==> config.mk <==
export PLATFORM = sky130hd
export DESIGN_NAME = ahblite_decoder_mux
export DESIGN_NICKNAME = d
export VERILOG_FILES = /design/src/rtl/ahblite_pkg.sv /design/src/rtl/ahblite_default_slave.sv /design/src/rtl/ahblite_decoder_mux.sv
export SDC_FILE = /design/constraint.sdc
export NUM_CORES = 1
export LEC_CHECK = 0
export BUFFER_PORTS_ARGS = -buffer_cell sky130_fd_sc_hd__buf_2
export CORE_AREA = 2 2 102 104
export DETAILED_ROUTE_END_ITERATION = 10
export DIE_AREA = 0 0 104 106
export PLACE_DENSITY = 0.57
export SLEW_MARGIN = 5
export SYNTH_ARGS = -nofsm -noshare
export SYNTH_HDL_FRONTEND = slang
export SYNTH_SLANG_ARGS = --single-unit
==> constraint.sdc <==
create_clock -name HCLK -period 2.7 [get_ports HCLK]
set_clock_uncertainty 0.1 [all_clocks]
set_input_delay 0.81 -clock HCLK [delete_from_list [all_inputs] [get_ports HCLK]]
set_output_delay 0.81 -clock HCLK [all_outputs]
set_load 0.1 [all_outputs]
==> src/rtl/ahblite_pkg.sv <==
// ahblite_pkg: shared AHB-Lite encodings, default-slave states and the default memory map
package ahblite_pkg;
    localparam logic [1:0] HTRANS_IDLE   = 2'b00;
    localparam logic [1:0] HTRANS_BUSY   = 2'b01;
    localparam logic [1:0] HTRANS_NONSEQ = 2'b10;
    localparam logic [1:0] HTRANS_SEQ    = 2'b11;
    localparam logic HRESP_OKAY  = 1'b0;
    localparam logic HRESP_ERROR = 1'b1;
    typedef enum logic [1:0] {DS_IDLE = 2'd0, DS_ERR1 = 2'd1, DS_ERR2 = 2'd2} ds_state_t;
    localparam logic [31:0] RAMCODE_BASE    = 32'h0000_0000;
    localparam logic [31:0] RAMDATA_BASE    = 32'h2000_0000;
    localparam logic [31:0] WATERLIGHT_BASE = 32'h4000_0000;
    localparam logic [31:0] UART_BASE       = 32'h4000_0010;
    localparam logic [31:0] GPIO_BASE       = 32'h4000_0020;
    localparam logic [31:0] RAM_MASK        = 32'hFFFF_0000;
    localparam logic [31:0] PERIPH_MASK     = 32'hFFFF_FFF0;
endpackage

==> src/rtl/ahblite_default_slave.sv <==
// ahblite_default_slave: two-cycle ERROR responder for unmapped active transfers with error counter
module ahblite_default_slave
    import ahblite_pkg::*;
#(
    parameter int ERRCNT_W = 16
) (
    input  logic                HCLK,
    input  logic                HRESETn,
    input  logic                HREADY,
    input  logic                sel_err,
    output logic                HREADYOUT,
    output logic                HRESP,
    output logic                decode_err,
    output logic [ERRCNT_W-1:0] err_count
);
    ds_state_t r_state, w_next;
    logic r_decode_err;
    logic [ERRCNT_W-1:0] r_count;
    // state register
    always_ff @(posedge HCLK or negedge HRESETn)
        if (!HRESETn) r_state <= DS_IDLE;
        else r_state <= w_next;
    // ERR1 always advances; otherwise a new unmapped active transfer starts (or restarts) the error
    always_comb w_next = (r_state == DS_ERR1) ? DS_ERR2 : (HREADY && sel_err) ? DS_ERR1 : DS_IDLE;
    // first error cycle stalls, both error cycles signal ERROR
    always_comb begin
        HREADYOUT = (r_state != DS_ERR1);
        HRESP     = (r_state == DS_IDLE) ? HRESP_OKAY : HRESP_ERROR;
    end
    // pulse and saturating count on every ERR1 entry
    always_ff @(posedge HCLK or negedge HRESETn)
        if (!HRESETn) begin
            r_decode_err <= 1'b0;
            r_count      <= '0;
        end else begin
            r_decode_err <= (w_next == DS_ERR1);
            if (w_next == DS_ERR1 && !(&r_count)) r_count <= r_count + ERRCNT_W'(1);
        end
    assign decode_err = r_decode_err;
    assign err_count  = r_count;
endmodule

==> src/rtl/ahblite_decoder_mux.sv <==
// ahblite_decoder_mux: AHB-Lite address decoder, data-phase response mux and default slave
module ahblite_decoder_mux
    import ahblite_pkg::*;
#(
    parameter int                        NUM_PORTS = 5,
    parameter logic [NUM_PORTS-1:0]      PORT_EN   = 5'b10011,
    parameter logic [32*NUM_PORTS-1:0]   PORT_BASE = {GPIO_BASE, UART_BASE, WATERLIGHT_BASE, RAMDATA_BASE, RAMCODE_BASE},
    parameter logic [32*NUM_PORTS-1:0]   PORT_MASK = {PERIPH_MASK, PERIPH_MASK, PERIPH_MASK, RAM_MASK, RAM_MASK},
    parameter int                        ERRCNT_W  = 16
) (
    input  logic                   HCLK,
    input  logic                   HRESETn,
    input  logic [31:0]            HADDR,
    input  logic [1:0]             HTRANS,
    output logic [NUM_PORTS-1:0]   HSEL,
    input  logic [NUM_PORTS-1:0]   HREADYOUT_S,
    input  logic [NUM_PORTS-1:0]   HRESP_S,
    input  logic [32*NUM_PORTS-1:0] HRDATA_S,
    output logic                   HREADY,
    output logic                   HRESP,
    output logic [31:0]            HRDATA,
    output logic                   decode_err,
    output logic [ERRCNT_W-1:0]    err_count
);
    logic [NUM_PORTS-1:0] w_hit, w_hsel, r_sel;
    logic r_dflt, r_act, w_active, w_ds_ready, w_ds_resp;
    logic [31:0] w_rdata;
    for (genvar i = 0; i < NUM_PORTS; i++) begin : g_dec
        assign w_hit[i] = PORT_EN[i] & ((HADDR & PORT_MASK[32*i +: 32]) == PORT_BASE[32*i +: 32]);
    end
    // keeping only the lowest set bit gives lowest-index priority on overlaps
    assign w_hsel   = w_hit & (~w_hit + NUM_PORTS'(1));
    assign HSEL     = w_hsel;
    assign w_active = (HTRANS == HTRANS_NONSEQ) || (HTRANS == HTRANS_SEQ);
    // capture the address-phase decision into the data phase
    always_ff @(posedge HCLK or negedge HRESETn)
        if (!HRESETn) begin
            r_sel  <= '0;
            r_dflt <= 1'b0;
            r_act  <= 1'b0;
        end else if (HREADY) begin
            r_sel  <= w_hsel;
            r_dflt <= (w_hsel == '0);
            r_act  <= w_active;
        end
    ahblite_default_slave #(.ERRCNT_W(ERRCNT_W)) u_dflt (
        .HCLK(HCLK),
        .HRESETn(HRESETn),
        .HREADY(HREADY),
        .sel_err((w_hsel == '0) && w_active),
        .HREADYOUT(w_ds_ready),
        .HRESP(w_ds_resp),
        .decode_err(decode_err),
        .err_count(err_count)
    );
    // one-hot read-data mux, zero when no slave port owns the data phase
    always_comb begin
        w_rdata = '0;
        for (int k = 0; k < NUM_PORTS; k++) w_rdata = w_rdata | (HRDATA_S[32*k +: 32] & {32{r_sel[k]}});
    end
    // an inactive unmapped data phase is always zero-wait OKAY, matching the idle default slave
    always_comb begin
        HREADY = (|r_sel) ? |(r_sel & HREADYOUT_S) : (r_dflt && r_act) ? w_ds_ready : 1'b1;
        HRESP  = (|r_sel) ? |(r_sel & HRESP_S) : (r_dflt && r_act) ? w_ds_resp : HRESP_OKAY;
        HRDATA = w_rdata;
    end
endmodule

==> results of run 1 <==
## final cells by class
class	count	area, sq um	area share
antenna	3	7.507	0.002060
clock buffer	4	45.04	0.01236
inverter	37	138.9	0.03810
multi-input combinational	122	1044	0.2863
sequential	23	578.1	0.1586
tap	136	170.2	0.04669
timing repair buffer	202	1662	0.4559
## metal layers
metal / up-vias / GRT usage
met3: 4 / 0.03617
met2: 132 / 0.2359
met1: 1145 / 0.1592
met4: 0 / 0.01834
li1: 1133 / -
met5: - / 0
## power by group through the flow
| stage | Sequential, mW | Combinational [mW] | Clock [mW] |
|---|---|---|---|
| after global routing | 0.470 | 0.762 | 0.231 |
| after detailed placement | 0.466 | 0.720 | 0 |
| after global placement | 0.462 | 0.711 | 0 |
| final | 0.459 | 0.726 | 0.209 |
| after CTS | 0.460 | 0.728 | 0.218 |
| after floorplan | 0.818 | 0.152 | 0 |
## timing repair
item                                    in CTS  in global routing
pin swaps                                    8                  2
endpoints found under the hold margin        0                  0
endpoints found under the setup margin       7                 14
resized for setup                            7                  4
setup buffers                                3                  2
## worst register-to-register path, delay by kind of cell (launching register included)
family	cells	cell delay, ps
DFF	1	460
buffers and inverters	2	210
xor gates and xnor gates	1	140
and+or+nand+nor	3	980
AOI/OAI and AO/OA	1	240
## final timing paths
| check | startpoint | endpoint | slack, ps | cells after the start |
|---|---|---|---|---|
| worst max-delay path | HADDR[16] | HSEL[4] | -140 | 6 |
| worst min-delay path | u_dflt.r_state[1] | u_dflt.r_state[1] | 400 | 1 |
| worst max register to register | r_sel[1] | u_dflt.err_count[7] | 460 | 7 |
| worst min register to register | u_dflt.r_state[1] | u_dflt.r_state[1] | 400 | 1 |
| max in group asynchronous | HRESETn | r_sel[1] | 1700 | 1 |
| min in group asynchronous | HRESETn | u_dflt.err_count[9] | 410 | 1 |
## cells in the mapped netlist
library cell | count | area [sq um]
sky130_fd_sc_hd__a21boi_2 | 1 | 11.26
sky130_fd_sc_hd__nand2_1 | 8 | 30.03
sky130_fd_sc_hd__o2111ai_1 | 1 | 8.760
sky130_fd_sc_hd__nor4b_1 | 1 | 8.760
sky130_fd_sc_hd__or3_4 | 2 | 22.52
sky130_fd_sc_hd__mux2_2 | 6 | 67.56
sky130_fd_sc_hd__buf_6 | 1 | 11.26
sky130_fd_sc_hd__ha_1 | 1 | 12.51
sky130_fd_sc_hd__nor3_1 | 12 | 60.06
sky130_fd_sc_hd__nor3_2 | 1 | 10.01
sky130_fd_sc_hd__nand4_2 | 1 | 12.51
sky130_fd_sc_hd__dfrtp_1 | 23 | 575.6
sky130_fd_sc_hd__nor4_1 | 6 | 37.54
sky130_fd_sc_hd__buf_2 | 2 | 10.01
sky130_fd_sc_hd__o2111ai_2 | 1 | 15.01
sky130_fd_sc_hd__nand3_1 | 4 | 20.02
sky130_fd_sc_hd__xnor2_1 | 3 | 26.28
sky130_fd_sc_hd__inv_1 | 37 | 138.9
sky130_fd_sc_hd__nand4_1 | 5 | 31.28
sky130_fd_sc_hd__nor2b_1 | 2 | 12.51
sky130_fd_sc_hd__or3_1 | 1 | 6.260
sky130_fd_sc_hd__buf_4 | 2 | 15.01
sky130_fd_sc_hd__clkbuf_1 | 8 | 30.03
sky130_fd_sc_hd__buf_1 | 2 | 7.510
sky130_fd_sc_hd__nor3b_1 | 3 | 22.52
sky130_fd_sc_hd__or4_1 | 1 | 7.510
sky130_fd_sc_hd__conb_1 | 1 | 3.750
sky130_fd_sc_hd__a21oi_1 | 2 | 10.01
sky130_fd_sc_hd__o21ai_0 | 1 | 5.000
sky130_fd_sc_hd__and2_1 | 1 | 6.260
sky130_fd_sc_hd__or4_4 | 1 | 11.26
sky130_fd_sc_hd__a211o_1 | 1 | 8.760
sky130_fd_sc_hd__xor2_1 | 11 | 96.34
sky130_fd_sc_hd__a222oi_1 | 34 | 340.3
sky130_fd_sc_hd__nor2_1 | 9 | 33.78
## registers in the layout, summed over array words and instances, names as in the netlist
name	count
u_dflt.r_state	2
u_dflt.err_count	16
r_sel	3
r_dflt	1
r_act	1
## through the flow
stage / hold slack (ps) / instances
2_1_floorplan: 365.1 / 197
3_3_place_gp: 383.3 / 515
3_5_place_dp: 390.6 / 515
4_1_cts: 405.1 / 522
5_1_grt: 432.2 / 525
6_report: 402.6 / 527
## cells by family (layout without fill, tap and decap cells)
group | Yosys count | count (layout)
AOI/OAI and AO/OA | 41 | 41
xor gates and xnor gates | 14 | 14
adders and majority gates | 1 | 1
buffers and inverters | 52 | 243
DFF | 23 | 23
muxes | 6 | 6
other | 1 | 5
and+or+nand+nor | 58 | 58
==> impl_summary.txt, run 1 <==
----------------------------------------------------
[Critical path]
  Max FO, Critical Path ... 4
  Required time of the worst setup path ... 1790 ps
  Worst-path cell with the longest stage delay ... sky130_fd_sc_hd__nor4_4
  CP cell instances ... buf_2 -> nor4_4 -> nand4_1 -> buf_6 -> nor3_4 -> buf_12
  CP delay by family, top ... simple AND/OR/NAND/NOR gates
  Nature of the critical path endpoint ... output pin
  Slowest cell delay on critical path ... 240 ps
  Critical path buffers and inverters ... 3
  Arr. time, crit path ... 1930 ps
  Element type at the critical path start ... input port
  Path type of the worst setup path ... in -> out

[Power and ir drop]
  Final Power ... 1.394 mW
  Switching part of the total ... 0.5078
  Internal power contribution ... 686.2 uW
  Power density over cell area ... 382.5 mW/mm^2
  Switching power summed over all nets ... 707.8 uW
  Peak supply drop ... 1.100 mV
  Sequential group share of total power ... 0.330
  Part of the total power dissipated in the clock network ... 0.150
  Static Leakage ... 1.964 nW
  Combinational Power Share ... 0.521

[Layout]
  Number of fillers in the final layout ... 1056
  Final standard cell area without fillers ... 0.003645 sq mm
  Leading cell type in the layout, fill and taps excluded ... sky130_fd_sc_hd__buf_2
  Synthesis-to-layout area growth ... 111.1%
  Final Util ... 0.3645
  Commonest non-fill, non-tap cells in the layout ... 144 x sky130_fd_sc_hd__buf_2, 38 x sky130_fd_sc_hd__buf_12, 37 x sky130_fd_sc_hd__inv_1, 34 x sky130_fd_sc_hd__a222oi_1, 21 x sky130_fd_sc_hd__dfrtp_1
  Final layout net count ... 596
  Share of cells above drive strength 1 ... 0.5851

[STA]
  Unrepaired setup endpoints after global routing ... true
  Max Slew Vio Count ... 0
  Min setup slack post-route ... -138.3 ps
  Final worst path period share ... 1.051
  Final worst path period need ... 2838 ps
  Final count of hold timing violations ... 0
  Setup TNS Final ... -365.5 ps
  Relative slew slack ... 0.6573
  Worst-Margin Slew ... 514.1 ps
  Final setup violation count ... 3
  Peak clock frequency supported by timing ... 352.3 MHz

[Route]
  WL/cell ... 14.05 um
  Metal-1 WL ... 2910 um
  Detailed-routed wire length on met2 ... 3699 um
  Remaining routing DRC violations ... 0
  WL met3 ... 731 um
  Topmost layer with routed signal wires ... met4
  Antenna-violating nets left ... 0
  Aggregate routed wire length ... 7405 um
  Total iterations of the first detailed-routing run ... 6
  Via-per-instance ratio ... 4.581
  Total number of vias ... 2414
  Violation count after the first detailed-routing iteration ... 211

[Synth]
  Number of storage elements in the synthesis netlist ... 23
  Fraction of the mapped netlist area in simple logic gates ... 0.1928
  Share of the yosys chip area belonging to registers ... 0.3333
  Number of standard cells after synthesis ... 196
  Library cells used by synthesis ... 35
  Mux contribution to synthesized area ... 0.03913
  Syn Std Cell Area ... 0.001727 sq mm
  Post-synthesis share of cell area spent on full adders, half adders and majority gates ... 0.007246
  Syn Area/Cell ... 8.809 sq um
  Combinational family with the most area after synthesis ... compound AO/OA/AOI/OAI gates
  YS warnings ... 0
  Area share of xor/xnor cells in the synthesized design ... 0.07101
  Area fraction in compound gates after synthesis ... 0.2312

[Place]
  GP Congestion ... 0.8379
  Final HPWL from detailed placement ... 6102 um
  Placed standard-cell area ... 0.003501 sq mm
  Number of input and output port buffers inserted ... 186
  Post-Place Worst Slack ... -219.2 ps

[Global routing]
  Maximum number of pins on one net before global-route repair ... 34
  Global Route Usage Sum ... 0.1309
  Grt total ovfl ... 0
  Wire length of the first global-routing pass ... 12140 um
  Vias in the first global route ... 2478
  Number of antenna violations at the first check in global routing ... 3

[Run]
  Max-cap check violation count ... 0

[Die]
  Placeable Area ... 0.01000 sq mm
  Area of the die ... 0.01102 sq mm
  Die span in y ... 106 um
  Die width ... 104 um
  Number of top-level pins ... 262
  Row count ... 37
  Starting density of the core ... 0.1727

[Clock tree]
  Max Buffers Root-to-Sink ... 2
  CTS buffer count ... 3
  Skew-Pair Late Insertion Delay ... 260 ps
  Post-CTS Hold Fix Bufs ... 0
  CTS clk-pin slew, worst paths ... 80 ps
  H-tree Lvls ... 1
  Clock tree root buffer cell ... sky130_fd_sc_hd__clkbuf_8
  Total clock sinks ... 23
  TritonCTS clock tree ... done

[Outcome]
  Violations in the final reports ... negative setup slack
  Outcome ... finished, violations left

[Hold path]
  Kind of path behind the tightest hold check ... reg -> reg

----------------------------------------------------
Power figures use the tool's default switching activity.
==> run 2: changes to the inputs <==
--- a/config.mk
+++ b/config.mk
@@ -5,11 +5,12 @@
 export SDC_FILE = /design/constraint.sdc
 export NUM_CORES = 1
 export LEC_CHECK = 0
+export ABC_AREA = 1
 export BUFFER_PORTS_ARGS = -buffer_cell sky130_fd_sc_hd__buf_2
-export CORE_AREA = 2 2 102 104
+export CORE_AREA = 2 2 101 103
 export DETAILED_ROUTE_END_ITERATION = 10
-export DIE_AREA = 0 0 104 106
-export PLACE_DENSITY = 0.57
+export DIE_AREA = 0 0 103 105
+export PLACE_DENSITY = 0.64
 export SLEW_MARGIN = 5
 export SYNTH_ARGS = -nofsm -noshare
 export SYNTH_HDL_FRONTEND = slang
==> run 2 against run 1 <==
- the flow now finishes without violations
- critical path depth increased by 3
- sequential power decreased by 3%
- critical path type unchanged
- largest power group unchanged
- die area decreased by 1.9%
- final area increased by 9.1%
- hold slack got worse by 30 ps
- combinational power decreased by 6.3%
==> impl_summary.txt, run 2 <==
----------------------------------------------------
[Layout]
  Share of cells above drive strength 1 ... 0.3765 (-0.2085)
  Area used by multi-input combinational logic ... 0.001503 sq mm (+44%)
  Max FFs per register ... 16 (unchanged)
  Final Util ... 0.4124 (+0.04789)
  Area taken by flip-flops and latches ... 579.3 sq um (+0.22%)
  Post-route insts no fill ... 712 (+35%)
  Leading cell type in the layout, fill and taps excluded ... sky130_fd_sc_hd__nand2_1
  Commonest non-fill, non-tap cells in the layout ... 185 x sky130_fd_sc_hd__nand2_1, 149 x sky130_fd_sc_hd__buf_2, 42 x sky130_fd_sc_hd__nor2_1, 39 x sky130_fd_sc_hd__nand3_1, 37 x sky130_fd_sc_hd__buf_12
  Synthesis-to-layout area growth ... 74.18%
  Number of fillers in the final layout ... 1034 (-2.1%)
  Antenna diode count ... 0 (-3)
  Final layout net count ... 787 (+32%)

[STA]
  Min setup slack post-route ... 68.39 ps (+206.7 ps)
  Unrepaired setup endpoints after global routing ... true
  Final worst path period need ... 2632 ps (-206.7 ps)
  Final worst path period share ... 0.9747 (-0.07656)
  Worst-Margin Slew ... 514.9 ps (+0.7907 ps)
  Final setup violation count ... 0 (-3)
  Setup TNS Final ... 0 ps (+365.5 ps)
  Relative slew slack ... 0.6568 (about the same)
  Peak clock frequency supported by timing ... 380.0 MHz (+7.9%)
  Max Slew Vio Count ... 0 (unchanged)
  Final count of hold timing violations ... 0 (unchanged)

[Synth]
  Syn Area/Cell ... 5.705 sq um (-35%)
  Number of synthesized flops with an enable pin ... 0 (unchanged)
  Number of standard cells after synthesis ... 400 (+100%)
  Library cells used by synthesis ... 26 (-26%)
  Number of storage elements in the synthesis netlist ... 23 (unchanged)
  YS warnings ... 0 (unchanged)
  Top cell types by occurrence after synthesis ... 186 x sky130_fd_sc_hd__nand2_1, 44 x sky130_fd_sc_hd__nor2_1, 39 x sky130_fd_sc_hd__nand3_1
  Commonest register cell after synthesis ... sky130_fd_sc_hd__dfrtp_1
  Area contributors post-synth ... sky130_fd_sc_hd__nand2_1 31%, sky130_fd_sc_hd__dfrtp_1 25%, sky130_fd_sc_hd__nand3_1 8.6%
  Fraction of synthesized cell area taken by the top area cell type ... 0.3059 (-0.02741)
  Share of the yosys chip area belonging to registers ... 0.2522 (-0.08114)
  Fraction of registers with async set or reset after synthesis ... 1.000 (unchanged)
  Syn Std Cell Area ... 0.002282 sq mm (+32%)
  Synth area leader ... sky130_fd_sc_hd__nand2_1
  Most common cell in the netlist ... sky130_fd_sc_hd__nand2_1

[Outcome]
  Outcome ... finished clean

[Power and ir drop]
  Power density over cell area ... 337.7 mW/mm^2 (-12%)
  Switching part of the total ... 0.4948 (-0.01296)
  Internal power contribution ... 678.2 uW (-1.2%)
  Part of the total power dissipated in the clock network ... 0.162 (+0.012)
  Combinational Power Share ... 0.506 (-0.015)
  Final Power ... 1.343 mW (-3.7%)
  Peak supply drop ... 0.3597 mV (-67%)
  Static Leakage ... 2.054 nW (+4.6%)
  Sequential group share of total power ... 0.332 (+0.002)
  Switching power summed over all nets ... 664.3 uW (-6.2%)

[Clock tree]
  TritonCTS clock tree ... done
  CTS clk-pin slew, worst paths ... 80 ps (about the same)
  Skew-Pair Late Insertion Delay ... 270 ps (about the same)
  Post-CTS Hold Fix Bufs ... 0 (unchanged)
  Clock tree root buffer cell ... sky130_fd_sc_hd__clkbuf_8
  CTS resizes ... 0 (-7)
  Total clock sinks ... 23 (unchanged)
  Setup fix buffers added after clock tree synthesis ... 0 (-3)
  Max Buffers Root-to-Sink ... 2 (unchanged)
  H-tree Lvls ... 1 (unchanged)
  CTS buffer count ... 3 (unchanged)

[Global routing]
  Vias in the first global route ... 2851 (+15%)
  Wire length of the first global-routing pass ... 12920 um (+6.5%)
  Global Route Usage Sum ... 0.1445 (+0.01356)
  Grt total ovfl ... 0 (unchanged)
  Number of antenna violations at the first check in global routing ... 0 (-3)
  Maximum number of pins on one net before global-route repair ... 36 (+5.9%)

[Route]
  WL/cell ... 11.85 um (-16%)
  Antenna-violating nets left ... 0 (unchanged)
  Aggregate routed wire length ... 8438 um (+14%)
  Total number of vias ... 3109 (+29%)
  Remaining routing DRC violations ... 0 (unchanged)
  Violation count after the first detailed-routing iteration ... 69 (-67%)
  Total iterations of the first detailed-routing run ... 4 (-2)
  Via-per-instance ratio ... 4.367 (-4.7%)

[Critical path]
  Path type of the worst setup path ... in -> out
  Element type at the critical path start ... input port
  Required time of the worst setup path ... 1790 ps (about the same)
  Max FO, Critical Path ... 3 (-1)
  Critical R2R Launch ... r_sel[1]
  Arr. time, crit path ... 1720 ps (-210 ps)
  RR Endpoint ... u_dflt.err_count[9]
  Nature of the critical path endpoint ... output pin
  Length in cells of the worst reg-to-reg path ... 9 (+2)
  R2R setup slack ... 660 ps (+200 ps)

[Hold path]
  Kind of path behind the tightest hold check ... reg -> reg
  Worst hold path cell count ... 1 (unchanged)
  Start point of the worst min-delay path ... u_dflt.r_state[1]
  Hold-critical path endpoint ... u_dflt.r_state[1]

[Die]
  Number of top-level pins ... 262 (unchanged)
  Row count ... 36 (-2.7%)
  Area of the die ... 0.01082 sq mm (-1.9%)
  Die width ... 103 um (-0.96%)
  Placeable Area ... 0.009639 sq mm (-3.6%)
  Starting density of the core ... 0.2368 (+0.06409)
  Die span in y ... 105 um (-0.94%)

[Place]
  Final HPWL from detailed placement ... 6973 um (+14%)
  Number of input and output port buffers inserted ... 186 (unchanged)
  Number of placed instances with taps included ... 708 (+37%)
  GP Congestion ... 0.8634 (+3.0%)
  Post-Place Worst Slack ... 75.22 ps (+294.4 ps)

[Run]
  Max-cap check violation count ... 0 (unchanged)

----------------------------------------------------
==> run 2: kinds of logic (layout without fill, tap and decap cells) <==
group / after synthesis / count (layout) / share of synthesized area
adder cells (fa/ha/maj): 1 / 1 / 0.005482
AO/OA/AOI/OAI: 7 / 7 / 0.01700
XOR/XNOR: 12 / 12 / 0.04605
flip-flops: 23 / 23 / 0.2522
AND/OR/NAND/NOR: 303 / 303 / 0.5806
other: 1 / 2 / 0.001643
buffers and inverters: 53 / 231 / 0.09704
==> run 2: layout make-up <==
class                           count  share of cell area
Timing Repair Buffer              193              0.3872
Multi-Input combinational cell    325              0.3780
Sequential cell                    23              0.1457
Tap cell                          133             0.04186
Inverter                           34             0.03588
Clock buffer                        4             0.01133
==> run 2: power by group through the flow <==
stage	combinational, mW	sequential, mW	clock (mW)
2_1_floorplan	0.225	0.704	0
3_3_place_gp	0.677	0.450	0
3_5_place_dp	0.682	0.451	0
4_1_cts	0.683	0.445	0.220
5_1_grt	0.724	0.454	0.234
6_report	0.680	0.446	0.217
==> run 2: critical path, cell delays in order <==
cell	delay, ps
sky130_fd_sc_hd__buf_2	90
sky130_fd_sc_hd__nor2_1	100
sky130_fd_sc_hd__nand2_1	100
sky130_fd_sc_hd__inv_1	70
sky130_fd_sc_hd__nand2_1	50
sky130_fd_sc_hd__nor2_1	100
sky130_fd_sc_hd__nand2_1	130
sky130_fd_sc_hd__clkinvlp_4	110
sky130_fd_sc_hd__buf_12	170
==> run 2: how the worst max path moves through the flow <==
stage                      startpoint      end  slack, ps  depth (start not counted)
global route                HADDR[23]  HSEL[1]        -10                          7
floorplan           u_dflt.r_state[0]   HREADY         40                          6
finish                      HADDR[17]  HSEL[4]         70                          9
global placement            HADDR[23]  HSEL[4]         90                          9
detailed placement          HADDR[21]  HSEL[4]         80                          9
CTS                         HADDR[21]  HSEL[4]         70                          9
==> run 2: per-stage QoR <==
stage | instance area, sq um | hold WS [ps]
detailed placement | 3923 | 360.5
global placement | 3923 | 351.3
CTS | 3968 | 371.9
floorplan | 2312 | 339.9
global route | 3975 | 404.8
finish | 3975 | 372.7
==> run 2: per-layer routing <==
metal,track usage,part of all wire,vias to the layer above
met1,0.1676,0.41,1348
li1,-,-,1606
met3,0.02274,0.097,16
met4,0.03571,0.020,0
met2,0.2695,0.48,139
met5,0,0,-
